**src/rtl/boot_pkg.sv**
```systemverilog
// Shared definitions for the boot ROM copier: FSM state encoding, default RAM base
// address and the byte-enable helper used for the final, possibly partial, beat.
package boot_pkg;

  // Widest strobe the helper can produce (XLEN up to 512).
  localparam int unsigned STRB_MAX = 64;

  localparam logic [63:0] RAM_BASE_DEFAULT = 64'h8000_0000;

  typedef enum logic [2:0] {
    IDLE,
    READ,
    CAPT,
    WRITE,
    DONE
  } boot_state_e;

  // Byte enables with the low 'count' lanes set; callers slice to their own width.
  function automatic logic [STRB_MAX-1:0] wstrb_for(input int unsigned count);
    logic [STRB_MAX-1:0] s;
    s = '0;
    for (int unsigned k = 0; k < STRB_MAX; k++) begin
      if (k < count) s[k] = 1'b1;
    end
    return s;
  endfunction

endpackage

```
**src/rtl/boot_copier.sv**
```systemverilog
// Boot copier: after reset, copies COPY_BYTES from the boot ROM into RAM one beat at
// a time over a valid/ready write port, holding the core in reset until finished.
module boot_copier
  import boot_pkg::*;
#(
  parameter int unsigned      XLEN            = 64,
  parameter int unsigned      BROM_SIZE_BYTES = 4096,
  parameter int unsigned      COPY_BYTES      = 4096,
  parameter logic [XLEN-1:0]  RAM_BASE        = XLEN'(RAM_BASE_DEFAULT),
  localparam int unsigned     ADDRWIDTH       = $clog2(BROM_SIZE_BYTES)
) (
  input  logic                 clk,
  input  logic                 rst_n,
  output logic [ADDRWIDTH-1:0] rom_addr,
  input  logic [XLEN-1:0]      rom_rdata,
  output logic                 ram_valid,
  input  logic                 ram_ready,
  output logic [XLEN-1:0]      ram_addr,
  output logic [XLEN-1:0]      ram_wdata,
  output logic [XLEN/8-1:0]    ram_wstrb,
  output logic                 busy,
  output logic                 done,
  output logic                 cpu_rst_n
);

  localparam int unsigned BYTES  = XLEN / 8;
  localparam int unsigned BSHIFT = $clog2(BYTES);
  localparam int unsigned NBEATS = (COPY_BYTES + BYTES - 1) / BYTES;
  localparam int unsigned BEATW  = (NBEATS < 2) ? 1 : $clog2(NBEATS + 1);
  localparam int unsigned TAIL   = COPY_BYTES % BYTES;

  localparam logic [STRB_MAX-1:0] LAST_STRB_FULL = wstrb_for((TAIL == 0) ? BYTES : TAIL);
  localparam logic [BYTES-1:0]    LAST_STRB      = LAST_STRB_FULL[BYTES-1:0];
  localparam logic [BEATW-1:0]    LAST_BEAT      = (NBEATS == 0) ? '0 : BEATW'(NBEATS - 1);

  if (COPY_BYTES > BROM_SIZE_BYTES) begin : g_chk_copy
    $error("boot_copier: COPY_BYTES exceeds BROM_SIZE_BYTES");
  end
  if ((RAM_BASE % XLEN'(BYTES)) != '0) begin : g_chk_base
    $error("boot_copier: RAM_BASE is not beat-aligned");
  end
  if (BYTES > STRB_MAX) begin : g_chk_xlen
    $error("boot_copier: XLEN too wide for wstrb_for");
  end

  boot_state_e      state;
  boot_state_e      state_nxt;
  logic [BEATW-1:0] beat;
  logic             last_beat;

  always_comb last_beat = (beat == LAST_BEAT);

  // State register.
  always_ff @(posedge clk or negedge rst_n) begin
    if (!rst_n) state <= IDLE;
    else        state <= state_nxt;
  end

  // Next-state: one ROM read, one capture, then hold the write until accepted.
  always_comb begin
    state_nxt = state;
    case (state)
      IDLE:    state_nxt = (NBEATS == 0) ? DONE : READ;
      READ:    state_nxt = CAPT;
      CAPT:    state_nxt = WRITE;
      WRITE:   if (ram_ready) state_nxt = last_beat ? DONE : READ;
      DONE:    state_nxt = DONE;
      default: state_nxt = IDLE;
    endcase
  end

  // Beat counter and write-request registers; the request is frozen outside CAPT,
  // which keeps addr/data/strobe stable for as long as WRITE waits on ready.
  always_ff @(posedge clk or negedge rst_n) begin
    if (!rst_n) begin
      beat      <= '0;
      ram_addr  <= '0;
      ram_wdata <= '0;
      ram_wstrb <= '0;
    end else begin
      if (state == CAPT) begin
        ram_wdata <= rom_rdata;
        ram_addr  <= RAM_BASE + (XLEN'(beat) << BSHIFT);
        ram_wstrb <= last_beat ? LAST_STRB : '1;
      end
      if ((state == WRITE) && ram_ready && !last_beat) begin
        beat <= beat + BEATW'(1);
      end
    end
  end

  // Outputs decoded from the state register, so reset clears them immediately.
  always_comb begin
    rom_addr  = ADDRWIDTH'(beat) << BSHIFT;
    ram_valid = (state == WRITE);
    busy      = (state == READ) || (state == CAPT) || (state == WRITE);
    done      = (state == DONE);
    cpu_rst_n = (state == DONE);
  end

endmodule

```
**config.mk**
```make
export PLATFORM = sky130hd
export DESIGN_NAME = boot_copier
export DESIGN_NICKNAME = d
export VERILOG_FILES = /design/src/rtl/boot_pkg.sv /design/src/rtl/boot_copier.sv
export SDC_FILE = /design/constraint.sdc
export NUM_CORES = 1
export LEC_CHECK = 0
export BUFFER_PORTS_ARGS = -buffer_cell sky130_fd_sc_hd__buf_2
export CAP_MARGIN = 20
export CORE_ASPECT_RATIO = 1.5
export CORE_MARGIN = 2
export CORE_UTILIZATION = 30
export CTS_CLUSTER_DIAMETER = 100
export DETAILED_ROUTE_END_ITERATION = 8
export GPL_TIMING_DRIVEN = 1
export PLACE_DENSITY = 0.6
export SYNTH_ARGS = -nofsm -noshare
export SYNTH_HDL_FRONTEND = slang
export SYNTH_SLANG_ARGS = --single-unit
```
**constraint.sdc**
```tcl
create_clock -name clk -period 2.2 [get_ports clk]
set_input_delay 0.44 -clock clk [delete_from_list [all_inputs] [get_ports clk]]
set_output_delay 0.44 -clock clk [all_outputs]
set_load 0.1 [all_outputs]
```
==> results of run 1 <==
==> worst max-delay path, delay by kind of cell, from the launching register on <==
kind / cells / cell delay [ns]
buf+inv: 1 / 0.42
flops: 1 / 0.45
simple gates: 2 / 0.38
==> cell families (layout without fill, tap and decap cells) <==
kind of cell / Yosys count / after routing / synth area share (%)
simple gates: 36 / 36 / 4.98
xor+xnor: 4 / 4 / 0.820
compound gates: 4 / 4 / 0.644
mux: 80 / 80 / 25.5
buf+inv: 84 / 183 / 16.1
fa+ha+maj: 1 / 1 / 0.293
other cells: 1 / 56 / 0.0878
flops: 88 / 88 / 51.5
==> final cells by class <==
type | instances | area, sq um
fillers | 1389 | 8730
clock buffers | 9 | 225
clock inverters | 7 | 124
repair buffers | 165 | 873
flip-flops and latches | 88 | 2200
inverters | 2 | 7.51
well taps | 192 | 240
multi-input cells | 181 | 1590
==> synth_stat cells, drive strengths merged, types with 2 or more instances <==
cell / count / area [sq um]
buf: 82 / 681
xor2: 2 / 17.5
xnor2: 2 / 17.5
nor2: 8 / 30.0
mux2: 79 / 1080
nor2b: 4 / 30.0
inv: 2 / 7.51
dfrtp: 88 / 2200
and3: 5 / 36.3
nand4: 2 / 12.5
nand2: 6 / 22.5
nand3: 3 / 15.0
==> routing by layer <==
layer | track usage (%) | routed length, microns
met2 | 19.2 | 4710
met5 | 0 | 0
met4 | 4.66 | 114
met1 | 11.5 | 3050
met3 | 2.60 | 461
==> registers in the layout, summed over array words and instances, names as in the netlist <==
| register | cells |
|---|---|
| ram_wdata | 64 |
| beat | 10 |
| ram_addr | 11 |
| state | 3 |
==> per-stage QoR <==
| stage | instances | hold slack (ns) | cell area, sq um |
|---|---|---|---|
| floorplan | 353 | 0.144 | 4480 |
| global placement | 628 | 0.442 | 4910 |
| detailed placement | 628 | 0.454 | 4910 |
| CTS | 644 | 0.0743 | 5260 |
| global route | 644 | 0.0992 | 5260 |
| finish | 644 | 0.0677 | 5260 |
==> worst min-delay path by stage <==
stage / to / depth (start not counted)
CTS: ram_wdata[13] / 1
global placement: ram_wdata[11] / 1
finish: ram_wdata[13] / 1
detailed placement: ram_wdata[13] / 1
global route: ram_wdata[13] / 1
floorplan: beat[0] / 0
==> key figures, run 1 <==
Status
  – Outcome: completed

Yosys
  – Post-synth EDFFs: 0
  – Synth cell types: 33
  – Sequential-to-total area share from yosys stat: between 50% and 60%
  – Main synth FF type: dfrtp_1
  – Synth warn: 0
  – Ys async rst share: 100%
  – Count of state elements after synthesis: 88
  – Cells after Synth: 298
  – Post-synthesis area per instance: 14.3 sq um
  – Synthesized area: 4270 sq um

Floorplan
  – Core area: 14000 sq um
  – Num rows: between 50 and 60
  – # IOs: 219
  – Die ar.: 15200 sq um
  – Initial Utilization: 30.5%
  – Die Wd: 101 microns
  – Die Height: between 150 and 200 microns

Critical path
  – FF-to-FF Start: beat[0]
  – Critical path launch point: state[0]
  – Critical Path Start Type: flop
  – WP data arrival: 1.59 ns
  – Critical Path End: cpu_rst_n
  – CP Cell Sequence: nor2_1 > and2_2 > buf_2
  – Crit end category: output pin
  – Worst path max stage delay: 0.45 ns
  – Crit Path Class: reg2out
  – Max stage delay cell, worst path: dfrtp_1
  – Worst reg2reg path depth: 5
  – WP data required: 1.76 ns
  – R2R Setup Slk: between 0.5 and 0.6 ns
  – Worst r2r dst: beat[1]
  – Critical path fanouts, max: 8

Place
  – I/O Buffers: 162
  – Gp weighted congestion: ~0.71
  – Pre-CTS setup slack: 0.510 ns
  – Post-DP HPWL: 6.29 mm

Layout
  – Final Core Density: 37.6%
  – Area delta synth->final: 23.2%
  – Ratio of cells with drive above 1 in the final layout: between 50% and 60%
  – Most frequent cells in the layout: buf_2 (161), dfrtp_1 (88), conb_1 (56), mux2_4 (51), mux2_2 (27)
  – Final nets: 515
  – Ant diodes: 0
  – Commonest non-fill, non-tap cell in the layout: buf_2

CTS
  – Number of clock sinks: a little under 90
  – Hold-fix buffers, CTS: 0
  – Setup bufs post-CTS: 0
  – CTS clk-pin slew, worst paths: 0.07 ns
  – CTS root buf: clkbuf_16
  – H-tree Lvls: 3
  – Clock tree buffer depth: 2
  – TritonCTS clock tree: done
  – CTS buffer count: 9
  – Clock Latency Late Sink: ~0.33 ns
  – # resized after CTS: 0

Global routing
  – Pin count of the biggest net entering global routing: 49
  – Grt ovf: 0
  – Vias in the first global route: 2501
  – First-pass GRT wire length: 12.5 mm
  – Initial antenna violation count: 0
  – Total track usage: roughly a tenth

Timing
  – Final Worst Setup Slack: about 0.17 ns
  – Fmax: between 400 and 500 MHz
  – Final setup viols: 0
  – Worst rel slew slack: between 60% and 70%
  – Slew @ Worst Pin: 0.535 ns
  – Setup TNS: 0 ns
  – Final Hold Fails: 0
  – Final period util: 92.2%
  – Clk_skew: between 0.006 and 0.007 ns
  – RSZ-0062 raised after global routing: no
  – Final Max Slew Viols: 0
  – Final min period: 2.03 ns

Run
  – Max cap viols: 0

Drt
  – Wire per inst: between 10 and 15 microns
  – Number of vias per cell: ~4.0
  – Drt pass-1 iters: 3
  – DRT Wirelength: approximately 8.3 mm
  – Initial DRC count: 35
  – Routed Antenna Nets: 0
  – Via count: 2576
  – DRC: 0

Worst hold path
  – HP Class: in2async
Power of run 1 is left out: the tool's default activity adds up to more than one toggle a clock period on the data nets, which glitch-free logic cannot reach.
==> run 2, diff against run 1 <==
--- a/config.mk
+++ b/config.mk
@@ -5,7 +5,7 @@
 export SDC_FILE = /design/constraint.sdc
 export NUM_CORES = 1
 export LEC_CHECK = 0
-export BUFFER_PORTS_ARGS = -buffer_cell sky130_fd_sc_hd__buf_2
+export BUFFER_PORTS_ARGS = -buffer_cell sky130_fd_sc_hd__buf_4
 export CAP_MARGIN = 20
 export CORE_ASPECT_RATIO = 1.5
 export CORE_MARGIN = 2
@@ -13,7 +13,8 @@
 export CTS_CLUSTER_DIAMETER = 100
 export DETAILED_ROUTE_END_ITERATION = 8
 export GPL_TIMING_DRIVEN = 1
-export PLACE_DENSITY = 0.6
+export MAX_ROUTING_LAYER = met4
+export PLACE_DENSITY = 0.65
 export SYNTH_ARGS = -nofsm -noshare
 export SYNTH_HDL_FRONTEND = slang
 export SYNTH_SLANG_ARGS = --single-unit
==> run 2 against run 1 <==
  * Utilization up 2.7 points
  * Worst setup slack better by 0.10 ns
  * Non-clock buffer count unchanged
  * First-iteration DRC count rose to 2.8 times the previous value
  * Via count up 1.1%
  * Sequential share of layout area down 2.8 points
  * Global-route usage up 1.1 points
  * Sequential cell count unchanged
  * Final cell count down 0.16%
  * Clock skew up 0.0025 ns
  * Highest routed layer unchanged
==> key figures, run 2 (synthesis results as in run 1) <==
Timing
  – Worst hold slack: 0.0802 ns
  – Fmax: 519 MHz
  – Final min period: 1.93 ns
  – Slew @ Worst Pin: roughly 0.56 ns
  – RSZ-0062 raised after global routing: no
  – Final period util: 87.6%
  – Clk_skew: 0.00899 ns
  – Final Max Slew Viols: 0
  – Setup TNS: 0 ns
  – Final Hold Fails: 0
  – Final setup viols: 0
  – Worst rel slew slack: roughly 63%

Layout
  – Most frequent cells in the layout: buf_4 (162), dfrtp_1 (88), conb_1 (56), mux2_4 (51), mux2_2 (27)
  – Final nets: 515
  – Final Core Density: between 40% and 50%
  – Ant diodes: 0
  – Top Registers: ram_wdata x64, ram_addr x11, beat x10
  – Max FFs per register: 64
  – Area delta synth->final: 31.9%
  – Final Instance Area: 5630 sq um
  – Reg with most FFs: ram_wdata
  – Commonest non-fill, non-tap cell in the layout: buf_4
  – Fillers: 1318
  – Ratio of cells with drive above 1 in the final layout: 58.8%

Floorplan
  – Die Height: 150 microns
  – Die ar.: ~15000 sq um
  – Initial Utilization: a little under a third
  – Num rows: between 50 and 60
  – Core area: 14000 sq um
  – # IOs: 219
  – Die Wd: 101 microns

Critical path
  – Crit end category: output pin
  – CP top delay family: flip-flops
  – WP buf/inv: 1
  – CP Cell Sequence: nor2_1 > and2_2 > buf_4
  – Critical path fanouts, max: 8
  – Critical Path Start Type: flop
  – WP data arrival: 1.49 ns
  – Max stage delay cell, worst path: dfrtp_1
  – WP data required: 1.76 ns
  – Crit Path Class: reg2out
  – Worst path max stage delay: 0.45 ns

CTS
  – Hold-fix buffers, CTS: 0
  – H-tree Lvls: 3
  – Setup bufs post-CTS: 0
  – Number of clock sinks: 88
  – TritonCTS clock tree: done
  – Clock Latency Late Sink: 0.34 ns
  – CTS root buf: clkbuf_16
  – CTS buffer count: 9
  – # resized after CTS: 0
  – CTS clk-pin slew, worst paths: roughly 0.070 ns
  – Clock tree buffer depth: 2

Place
  – I/O Buffers: between 150 and 200
  – Gp weighted congestion: 0.741
  – Post-DP HPWL: 6.68 mm
  – DP Area: 5320 sq um

Drt
  – Initial DRC count: 99
  – Routed Antenna Nets: 0
  – DRC: 0
  – Via count: 2604
  – Wire per inst: between 10 and 15 microns
  – Drt pass-1 iters: 4
  – Number of vias per cell: 4.05
  – DRT Wirelength: between 8 and 9 mm

Global routing
  – Pin count of the biggest net entering global routing: slightly below 50
  – Total track usage: 11.7%
  – Initial antenna violation count: 0
  – Vias in the first global route: 2687
  – First-pass GRT wire length: 13.4 mm
  – Grt ovf: 0

Run
  – Max cap viols: 0

Status
  – Outcome: completed

Worst hold path
  – HP Class: in2async
[run 2: changes by cell type in the layout (fill, tap and decap cells not counted), sizes merged]
cell and delta:
clkinv +2, bufinv -1, inv -2, clkinvlp -1
clkbuf +1
[run 2: final cells by class]
class | instances | area [sq um] | area share, %
Tap cell | 192 | 240 | 4.26
Clock buffer | 10 | 239 | 4.24
Inverter | 2 | 7.51 | 0.133
Clock inverter | 5 | 78.8 | 1.40
Sequential cell | 88 | 2200 | 39.1
Multi-Input combinational cell | 181 | 1590 | 28.2
Timing Repair Buffer | 165 | 1280 | 22.7
[run 2: path summary, 6_finish.rpt]
kind	to	from	slack, ns	depth (start not counted)
worst max-delay path	cpu_rst_n	state[0]	0.27	3
worst min-delay path	ram_wdata[56]	rst_n	0.08	1
worst max register to register	beat[1]	beat[0]	0.51	5
worst min register to register	ram_wdata[58]	ram_wdata[58]	0.51	1
max in group asynchronous	ram_wdata[39]	rst_n	1.43	2
min in group clk	ram_wdata[47]	rom_rdata[47]	0.33	2
[run 2: metal layers]
metal / share of wire (%) / track usage [%] / vias to the layer above
li1: - / - / 1175
met1: 35 / 12.0 / 1283
met2: 57 / 20.8 / 132
met3: 5.8 / 2.74 / 14
met4: 2.2 / 5.27 / 0
met5: 0 / - / -
[run 2: through the flow]
stage                     worst slack, ns  std cells
after global placement              0.578        628
after detailed placement            0.534        628
after CTS                           0.258        643
after floorplan                    0.0285        353
final                               0.273        643
after global routing                0.210        643
Power of run 2 is left out for the same reason.
==> run 3, diff against run 2 <==
--- a/config.mk
+++ b/config.mk
@@ -15,6 +15,8 @@
 export GPL_TIMING_DRIVEN = 1
 export MAX_ROUTING_LAYER = met4
 export PLACE_DENSITY = 0.65
+export RECOVER_POWER = 25
+export SKIP_LAST_GASP = 1
 export SYNTH_ARGS = -nofsm -noshare
 export SYNTH_HDL_FRONTEND = slang
 export SYNTH_SLANG_ARGS = --single-unit
==> run 3 against run 2 <==
  * Critical path depth unchanged
  * Clock-buffer cell count unchanged
  * Routed wire length about the same
  * Highest routed layer unchanged
==> key figures, run 3 (synthesis results as in run 1) <==
Drt
  – Metal2 WL: 5.09 mm
  – WL met3: around 520 microns
  – WL met1: between 3 and 4 mm
  – Initial DRC count: 99
  – Max layer used: met4
  – Routed Antenna Nets: 0
  – Via count: approximately 2600
  – Wire per inst: roughly 14 microns
  – DRC: 0
  – DRT Wirelength: 8.99 mm
  – Drt pass-1 iters: 4
  – Number of vias per cell: 4.05

Timing
  – Final min period: 1.93 ns
  – Clk_skew: 0.00881 ns
  – Final period util: 87.6%
  – Worst rel slew slack: between 20% and 30%
  – RSZ-0062 raised after global routing: no
  – Final setup viols: 0
  – Setup TNS: 0 ns
  – Final Max Slew Viols: 0
  – Fmax: 519 MHz
  – Final Hold Fails: 0
  – Slew @ Worst Pin: 1.06 ns

Status
  – Outcome: completed

Critical path
  – Worst r2r dst: beat[1]
  – Worst reg2reg path depth: 5
  – WP data arrival: between 1 and 1.5 ns
  – Critical path fanouts, max: 8
  – Worst path max stage delay: 0.45 ns
  – FF-to-FF Start: beat[0]
  – Max stage delay cell, worst path: dfrtp_1
  – Crit end category: output pin
  – WP data required: 1.76 ns
  – Crit Path Class: reg2out
  – CP Cell Sequence: nor2_1 > and2_2 > buf_4
  – R2R Setup Slk: 0.51 ns
  – Critical Path Start Type: flop

Floorplan
  – Core area: 14000 sq um
  – Initial Utilization: 30.5%
  – Die Wd: between 100 and 150 microns
  – # IOs: 219
  – Num rows: 53
  – Die ar.: 15200 sq um
  – Die Height: 150 microns

Layout
  – Reg with most FFs: ram_wdata
  – Top Registers: ram_wdata x64, ram_addr x11, beat x10
  – Final nets: 515
  – Commonest non-fill, non-tap cell in the layout: buf_4
  – Area delta synth->final: 31.5%
  – Fillers: 1318
  – Final Core Density: approximately two fifths
  – Ant diodes: 0
  – Max FFs per register: 64
  – Ratio of cells with drive above 1 in the final layout: between 50 and 60%
  – Multi-input combinational cell area: roughly 1600 sq um
  – Register area: 2200 sq um
  – Most frequent cells in the layout: buf_4 (161), dfrtp_1 (88), conb_1 (56), mux2_4 (51), mux2_2 (27)

CTS
  – Number of clock sinks: 88
  – # resized after CTS: 0
  – Clock Latency Late Sink: roughly 0.34 ns
  – Hold-fix buffers, CTS: 0
  – Clock tree buffer depth: 2
  – Setup bufs post-CTS: 0
  – CTS clk-pin slew, worst paths: 0.07 ns
  – CTS buffer count: 9
  – CTS root buf: clkbuf_16
  – TritonCTS clock tree: done
  – H-tree Lvls: 3

Place
  – I/O Buffers: between 150 and 200
  – Gp weighted congestion: 0.741
  – Post-DP HPWL: 6.68 mm

Global routing
  – Initial antenna violation count: 0
  – Total track usage: 11.7%
  – First-pass GRT wire length: 13.4 mm
  – Grt ovf: 0
  – Vias in the first global route: 2687
  – Pin count of the biggest net entering global routing: 49

Run
  – Max cap viols: 0

Worst hold path
  – HP Class: in2async
## run 3: per-layer routing
| layer | up-vias | global-route usage (%) |
|---|---|---|
| li1 | 1175 | - |
| met1 | 1285 | 12.0 |
| met5 | - | - |
| met2 | 132 | 20.8 |
| met4 | 0 | 5.27 |
| met3 | 14 | 2.74 |
## run 3: per-stage QoR
| stage | std cells | worst slack, ns | hold slack (ns) | instance area [sq um] |
|---|---|---|---|---|
| 2_1_floorplan | 353 | 0.0285 | 0.144 | 4480 |
| 3_3_place_gp | 628 | 0.578 | 0.455 | 5320 |
| 3_5_place_dp | 628 | 0.534 | 0.467 | 5320 |
| 4_1_cts | 643 | 0.258 | 0.0964 | 5630 |
| 5_1_grt | 643 | 0.210 | 0.315 | 5620 |
| 6_report | 643 | 0.273 | 0.274 | 5620 |
## run 3: worst max path at each step
stage	slack (ns)	endpoint	cells past startpoint	from
after floorplan	0.03	busy	2	state[0]
after global placement	0.58	beat[1]	5	beat[0]
after detailed placement	0.53	beat[1]	5	beat[0]
after CTS	0.26	cpu_rst_n	3	state[0]
after global routing	0.21	cpu_rst_n	3	state[0]
final	0.27	cpu_rst_n	3	state[0]
## run 3: final cells by class
cell class / instances / share of cell area, %
clock buffer: 10 / 4.25
clock inverter: 5 / 1.40
inverter: 2 / 0.134
multi-input combinational: 181 / 28.3
sequential: 88 / 39.2
tap: 192 / 4.28
timing repair buffer: 165 / 22.4
## run 3: critical path, delay by kind of cell (launching register included)
kind	cells	cell delay, ns
flops	1	0.45
simple gates	2	0.42
buf+inv	1	0.29
Power of run 3 is left out for the same reason.
